`config.mk`:
```
export PLATFORM = sky130hd
export DESIGN_NAME = lenet_maxpool2x2
export DESIGN_NICKNAME = d
export VERILOG_FILES = /design/src/rtl/lenet_maxpool2x2.sv
export SDC_FILE = /design/constraint.sdc
export NUM_CORES = 1
export LEC_CHECK = 0
export ABC_AREA = 1
export CORE_ASPECT_RATIO = 1.4
export CORE_MARGIN = 1
export CORE_UTILIZATION = 45
export DETAILED_ROUTE_END_ITERATION = 12
export PLACE_DENSITY = 0.69
export SYNTH_ARGS = -nofsm -noshare
export SYNTH_HDL_FRONTEND = slang
export SYNTH_SLANG_ARGS = --single-unit
export TNS_END_PERCENT = 100
```
`constraint.sdc`:
```
create_clock -name clk -period 4.6 [get_ports clk]
set_input_delay 0.92 -clock clk [delete_from_list [all_inputs] [get_ports clk]]
set_output_delay 0.92 -clock clk [all_outputs]
set_load 0.05 [all_outputs]
```
`src/rtl/lenet_maxpool2x2.sv`:
```
// lenet_maxpool2x2: streaming 2x2 / stride-2 max-pool stage fed by a
// convolution layer's raster-order pixel write stream. One row of partial
// maxima is kept; a pooled pixel is emitted on every odd-row / odd-column
// input pixel, with dout_last marking the final pooled pixel of a map.
//
// Optional build macro: LENET_MAXPOOL_RELU_EN -- when defined, negative
// pooled results are clamped to zero (ReLU fused into the pool stage).
module lenet_maxpool2x2 #(
    parameter int DATA_WIDTH = 16,
    parameter int IMG_WIDTH  = 28,
    parameter int IMG_HEIGHT = 28
) (
    input  logic                  clk,
    input  logic                  rst,
    input  logic                  wen,
    input  logic [DATA_WIDTH-1:0] din,
    output logic                  dout_valid,
    output logic [DATA_WIDTH-1:0] dout,
    output logic                  dout_last,
    output logic                  busy
);

    localparam int COL_W    = $clog2(IMG_WIDTH);
    localparam int ROW_W    = $clog2(IMG_HEIGHT);
    localparam int LB_DEPTH = IMG_WIDTH / 2;
    localparam int LB_W     = (LB_DEPTH > 1) ? $clog2(LB_DEPTH) : 1;

    logic [COL_W-1:0] col;
    logic [ROW_W-1:0] row;
    logic signed [DATA_WIDTH-1:0] hold;

    // One partial maximum per window column, produced on even rows.
    logic signed [DATA_WIDTH-1:0] linebuf [LB_DEPTH];

    logic [LB_W-1:0]              lb_idx;
    logic                         col_last;
    logic                         row_last;
    logic                         odd_col;
    logic                         odd_row;
    logic signed [DATA_WIDTH-1:0] pix;
    logic signed [DATA_WIDTH-1:0] lb_rd;
    logic signed [DATA_WIDTH-1:0] pair_max;
    logic signed [DATA_WIDTH-1:0] win_max;
    logic signed [DATA_WIDTH-1:0] result;

    // Window position decode and signed max tree for the current pixel.
    // NOTE: every combinational output gets a default first so no path
    // through the block leaves it unassigned (which would infer a latch).
    always_comb begin
        pix      = '0;
        lb_idx   = '0;
        lb_rd    = '0;
        pair_max = '0;
        win_max  = '0;
        result   = '0;

        col_last = (col == COL_W'(IMG_WIDTH - 1));
        row_last = (row == ROW_W'(IMG_HEIGHT - 1));
        odd_col  = col[0];
        odd_row  = row[0];

        pix      = $signed(din);
        lb_idx   = LB_W'(col >> 1);
        lb_rd    = linebuf[lb_idx];
        pair_max = (pix > hold) ? pix : hold;
        win_max  = (lb_rd > pair_max) ? lb_rd : pair_max;

`ifdef LENET_MAXPOOL_RELU_EN
        result   = win_max[DATA_WIDTH-1] ? '0 : win_max;
`else
        result   = win_max;
`endif
    end

    // Line buffer write: pair maximum of each even-row window column.
    // NOTE: the line buffer has no reset; each entry is always written on an
    // even row before the following odd row reads it, so stale data is never
    // observed and the array can map onto plain RAM.
    always_ff @(posedge clk) begin
        if (!rst && wen && !odd_row && odd_col) begin
            linebuf[lb_idx] <= pair_max;
        end
    end

    // Raster counters, pair register, busy flag and registered output.
    // NOTE: sequential state uses non-blocking assignments so every register
    // samples the pre-edge values regardless of statement order.
    always_ff @(posedge clk) begin
        if (rst) begin
            col        <= '0;
            row        <= '0;
            hold       <= '0;
            busy       <= 1'b0;
            dout_valid <= 1'b0;
            dout       <= '0;
            dout_last  <= 1'b0;
        end else begin
            dout_valid <= 1'b0;
            dout_last  <= 1'b0;
            if (wen) begin
                if (!odd_col) begin
                    hold <= pix;
                end

                if (col_last) begin
                    col <= '0;
                    row <= row_last ? '0 : row + 1'b1;
                end else begin
                    col <= col + 1'b1;
                end

                busy <= !(col_last && row_last);

                if (odd_row && odd_col) begin
                    dout_valid <= 1'b1;
                    dout       <= result;
                    dout_last  <= col_last && row_last;
                end
            end
        end
    end

endmodule
```
-- Word-level counts from Yosys, hierarchy flattened
Memories as Yosys holds them, arrays and structs flattened. A register that Yosys moved wholly into a read port is not among the register bits.
Cells that the tools add are included.
Widths: inputs -> output; s select.
- register bits after elaboration: 45
- bits in writable memories: 224
- input bits: 19
- output and inout port bits: 19
- logic and storage cells: 39
- memories kept: 1
- add/subtract/negate cells: 2
- $lt $le $gt $ge: 2
- equal/unequal tests: 2
- mux-type cells: 9
- bitwise logic cells: 3
- reductions and logical operators: 13
- memory list (name ; words ; width ; rd ports ; clocked after Yosys merged registers in ; wr ports ; line ; RTL):
    linebuf ; 14 ; 16 ; 1 ; 1 ; 1 ; 33 ; logic signed [DATA_WIDTH-1:0] linebuf [LB_DEPTH];
- operators with widths (operator ; count):
    $gt 16x16->1 ; 2
    $mux 16 ; 2
    $add 5x1->5 const B ; 2
    $eq 5x5->1 const B ; 2
    $mux 5 ; 2
    $mux 4 ; 2
    $reduce_and 2->1 ; 3
    $logic_and 1x1->1 ; 5
    $logic_not 1->1 ; 3
    $mux 1 ; 3
    $not 1->1 ; 3
    $reduce_or 3->1 ; 1
    $reduce_or 2->1 ; 1

-- Longest topological paths before layout
- word-level depth: 6
- mapped depth: 32

-- Worst setup path after synthesis
OpenSTA, ideal clock, no wires.
- kind: input-to-reg
- from: in din[15]
- to: reg dout[10]
- setup time: 0.132 ns
- data arrival time: 3.854 ns
- data required time: 4.468 ns
- slack: 0.614 ns
- stages: 20
- buffers on the path: 2
- cells stage by stage: ha_1 -> a21oi_1 -> o21ai_0 -> a21oi_2 -> nand2_1 -> nand2_4 -> buf_2 -> nand4_1 -> nand2_1 -> inv_1 -> ha_1 -> a21oi_1 -> o21ai_0 -> a21oi_1 -> nand3_2 -> nand3_4 -> buf_2 -> nand3_1 -> nand2_1 -> a21oi_1
- word-level cells in the longest chain between the ends: 4
- RTL lines (element ; line ; RTL):
    start, declared ; 16 ; input logic [DATA_WIDTH-1:0] din,
    $gt 16x16->1 ; 65 ; pair_max = (pix > hold) ? pix : hold;
    $mux 16 * ; 65 ;
    via pair_max[15] ; 42 ; logic signed [DATA_WIDTH-1:0] pair_max;
    $gt 16x16->1 * ; 66 ; win_max = (lb_rd > pair_max) ? lb_rd : pair_max;
    $mux 16 * ; 66 ;
    end signal, assigned ; 116 ; dout <= result;
    end, declared ; 18 ; output logic [DATA_WIDTH-1:0] dout,
The timed path passes the listed nets; every way through them passes the cells marked *.
A chain may end at the register's enable or synchronous reset.

-- Worst setup path in the final report
- from: in din[5]
- to: reg dout[2]
- word-level cells in the longest chain between the ends: 4
- RTL lines (element ; line):
    $gt 16x16->1 ; 65
    $mux 16 ; 65
    via pair_max[11] ; 42
    $gt 16x16->1 ; 66
    $mux 16 ; 66
The timed path passes the listed nets, and every way through them passes these cells.

==> results.cfg <==
[synth]
synthDominantCellAreaShare_pct = 53.87
ys_types = 28
post_synthesis_cell_area_um2 = 12490
synth_enable_flop_cells = 224
synthArstFlopShare_pct = 0
synth_area_leaders = sky130_fd_sc_hd__edfxtp_1 54%, sky130_fd_sc_hd__nand2_1 16%, sky130_fd_sc_hd__dfxtp_1 7.9%
synth.net_count = 1376
yosysWarningCount = 0
yosys_reg_bits = 273
syn_inst = 1323
syn_avg_cell_area_um2 = 9.437
yosysSeqAreaShare_pct = 61.73
synth_top_cell_by_area = sky130_fd_sc_hd__edfxtp_1
postSynth.topFlopCell = sky130_fd_sc_hd__edfxtp_1

[cells_and_area]
final_common_cell = sky130_fd_sc_hd__nand2_1
fill_cells = 2326
layout.nets = 1428
layout_cells_sized_above_1_pct = 8.190
area.growth.synth_to_final_pct = 14.56
multiInputGateArea_um2 = 4020
most-common-layout-cells = 520 x sky130_fd_sc_hd__nand2_1, 224 x sky130_fd_sc_hd__edfxtp_1, 126 x sky130_fd_sc_hd__inv_1, 119 x sky130_fd_sc_hd__nand3_1, 62 x sky130_fd_sc_hd__a21oi_1
seq_area_um2 = 7710
diodes = 0

[power]
power_leakage_uw = 0.005955
power_per_cell_area_nw_per_um2 = 400.0
vdd.ir_drop.worst_mv = 0.3185
post-layout-total-power_uw = 5722

[placement]
routabilityCongestion = 0.9003
dp_worst_setup_slack_ns = 0.03525
portBuffers = 37
place_hpwl_mm = 18.32

[setup_path]
cp_slowest_cell = sky130_fd_sc_hd__clkdlybuf4s50_1
crit_fanout = 17
rrSetupSlack_ns = 0.96
crit_path_cell_trace = clkdlybuf4s50_1 -> ha_1 -> a21oi_1 -> nor2_1 -> nor2_1 -> nand2_1 -> nand2_1 -> nand2_1 -> nand2_4 -> nand3_4 -> nand2_1 -> nand2_1 -> inv_1 -> ha_1 -> a21oi_1 -> nand2_1 -> a21oi_1 -> nand3_2 -> buf_4 -> nand4_1 -> nand2_1 -> inv_1 -> nand2_1 -> a21oi_1
regToRegStartpoint = hold[5]
cp.arrival_ns = 4.55
critical_path.reg2reg.endpoint = dout[2]
setup.worst_path.class = in2reg
path_common_cell = sky130_fd_sc_hd__nand2_1
cp_slowest_stage_delay_ns = 0.46
cp-startpoint = din[5]
crit_required_ns = 5.05
critPathCaptureType = flip-flop
start_kind = input pin
ff2ff_path_depth = 24

[global_route]
wire_length_of_the_first_global_routing_pass_mm = 47.02
grt_start_max_net_pins = 87
antenna_found_initial = 0
grt-ovfl-total = 0
grt_util_all_layers_pct = 21.60
number_of_global_route_vias_before_repair = 8872

[die]
top_level_ports = 38
floorplan.die_area_um2 = 28430
chipHeight_um = 199.1
initial_utilization_pct = 46.08
rows = 71
placeable_core_area_um2 = 27090
die_width_um = 142.8

[sta]
final.setup.worst_slack_ns = 0.4941
finalSetupViolCount = 0
finalHoldViolCount = 0
max-slew-margin-rel_pct = 37.33
rsz0062_at_grt = no
period_minus_slack_ns = 4.106
setup-tns-final_ns = 0
clock-skew-final_ns = 0.01146
slew_viol_final = 0
max_freq_ghz = 0.2436
final.period_utilization_pct = 89.26
actual_slew_at_the_worst_max_slew_pin_ns = 0.9391

[clock_tree]
cts-hold-fix-buffers = 0
numClockSinks = 273
cts_post_setup_buffers_inserted = 0
clock_slew_at_the_register_clock_pins_of_the_worst_setup_and_hold_paths_ns = 0.07
tritoncts.num_buffers = 25
clock_tree.htree_level_count = 1
clock-root-buffer = sky130_fd_sc_hd__clkbuf_16
tritoncts = built
insertion_delay_ns = 0.52
cts.path.max_buffers = 3
cts_resized = 0

[job]
max-cap-violations = 0

[drt]
drt.antenna.violating_nets = 0
route.final.wire_length_mm = 29.45
1st_iter_drt_viols = 617
detail_route.first_pass.iterations = 5
post_drt_via_cell_ratio = 5.191
drt_drc_violations_left = 0
route.vias.total = 9121
routedWlPerCell_um = 16.76

[worst_hold_path]
holdPathStages = 2
hold_end = dout[15]
classification_of_the_worst_slack_hold_path = reg2reg
hold_crit_start = dout[15]

[run_status]
run_status = finished, final reports clean
## metal layers
metal	GRT usage [%]	routed length [µm]
met4	7.527	792
met5	0	0
met2	40.09	15190
met3	2.516	1704
met1	25.60	11760
## logic make-up after synthesis
group	count (synthesis)	synth area share [%]
flip-flops	273	61.73
AND/OR/NAND/NOR	731	24.63
adder cells (fa/ha/maj)	34	3.407
buffers and inverters	191	6.333
XOR/XNOR	2	0.1403
AO/OA/AOI/OAI	92	3.758
## worst max-delay path by stage
| stage | to | slack [ns] | depth (start not counted) |
|---|---|---|---|
| floorplan | dout[10] | 0.61 | 20 |
| global placement | dout[2] | 0.11 | 31 |
| detailed placement | dout[2] | 0.04 | 25 |
| CTS | dout[2] | 0.52 | 24 |
| global route | dout[8] | 0.13 | 29 |
| finish | dout[2] | 0.49 | 24 |
## flip-flops by register name, summed over array words and instances, names as in the netlist, named ones only
name / flops
dout_valid: 1
hold: 16
col: 5
row: 5
linebuf: 224
dout_last: 1
busy: 1
dout: 16
## power breakdown
group | internal, µW | switching (µW) | total, µW
sequential | 2780 | 12.5 | 2790
clock | 1330 | 876 | 2200
combinational | 238 | 492 | 731
total | 4340 | 1380 | 5720
## critical path: cells and delay by family
kind,cells,cell delay (ns)
and+or+nand+nor,14,1.47
buffers and inverters,4,0.84
adders and majority gates,2,0.59
AOI/OAI and AO/OA,4,0.73
## cell type report
| type | count | share of cell area (%) |
|---|---|---|
| flip-flops and latches | 273 | 53.90 |
| clock buffers | 27 | 4.426 |
| multi-input cells | 859 | 28.11 |
| well taps | 365 | 3.193 |
| repair buffers | 86 | 5.336 |
| inverters | 130 | 3.411 |
| clock inverters | 17 | 1.627 |
## synthesized netlist by cell type (4+ instances only)
master                     instances
sky130_fd_sc_hd__edfxtp_1        224
sky130_fd_sc_hd__nand3_2           4
sky130_fd_sc_hd__inv_1           127
sky130_fd_sc_hd__buf_4             5
sky130_fd_sc_hd__nand2_1         520
sky130_fd_sc_hd__buf_1             5
sky130_fd_sc_hd__dfxtp_1          49
sky130_fd_sc_hd__o21ai_0          27
sky130_fd_sc_hd__nand3_1         119
sky130_fd_sc_hd__nor3_1           10
sky130_fd_sc_hd__ha_1             34
sky130_fd_sc_hd__nand4_1          35
sky130_fd_sc_hd__nor2_1           34
sky130_fd_sc_hd__a21oi_1          62
sky130_fd_sc_hd__clkbuf_1         17
sky130_fd_sc_hd__buf_2            32
## per-stage QoR
step	area, µm²	instances	util (%)	hold slack, ns
final	14300	1757	52.79	0.4670
after global placement	13440	1713	49.60	0.4543
after floorplan	12490	1323	-	0.4476
after global routing	14300	1757	52.79	0.4913
after CTS	14300	1757	52.79	0.4659
after detailed placement	13440	1713	49.60	0.4553
No activity file was read; power rests on OpenSTA's default activity.
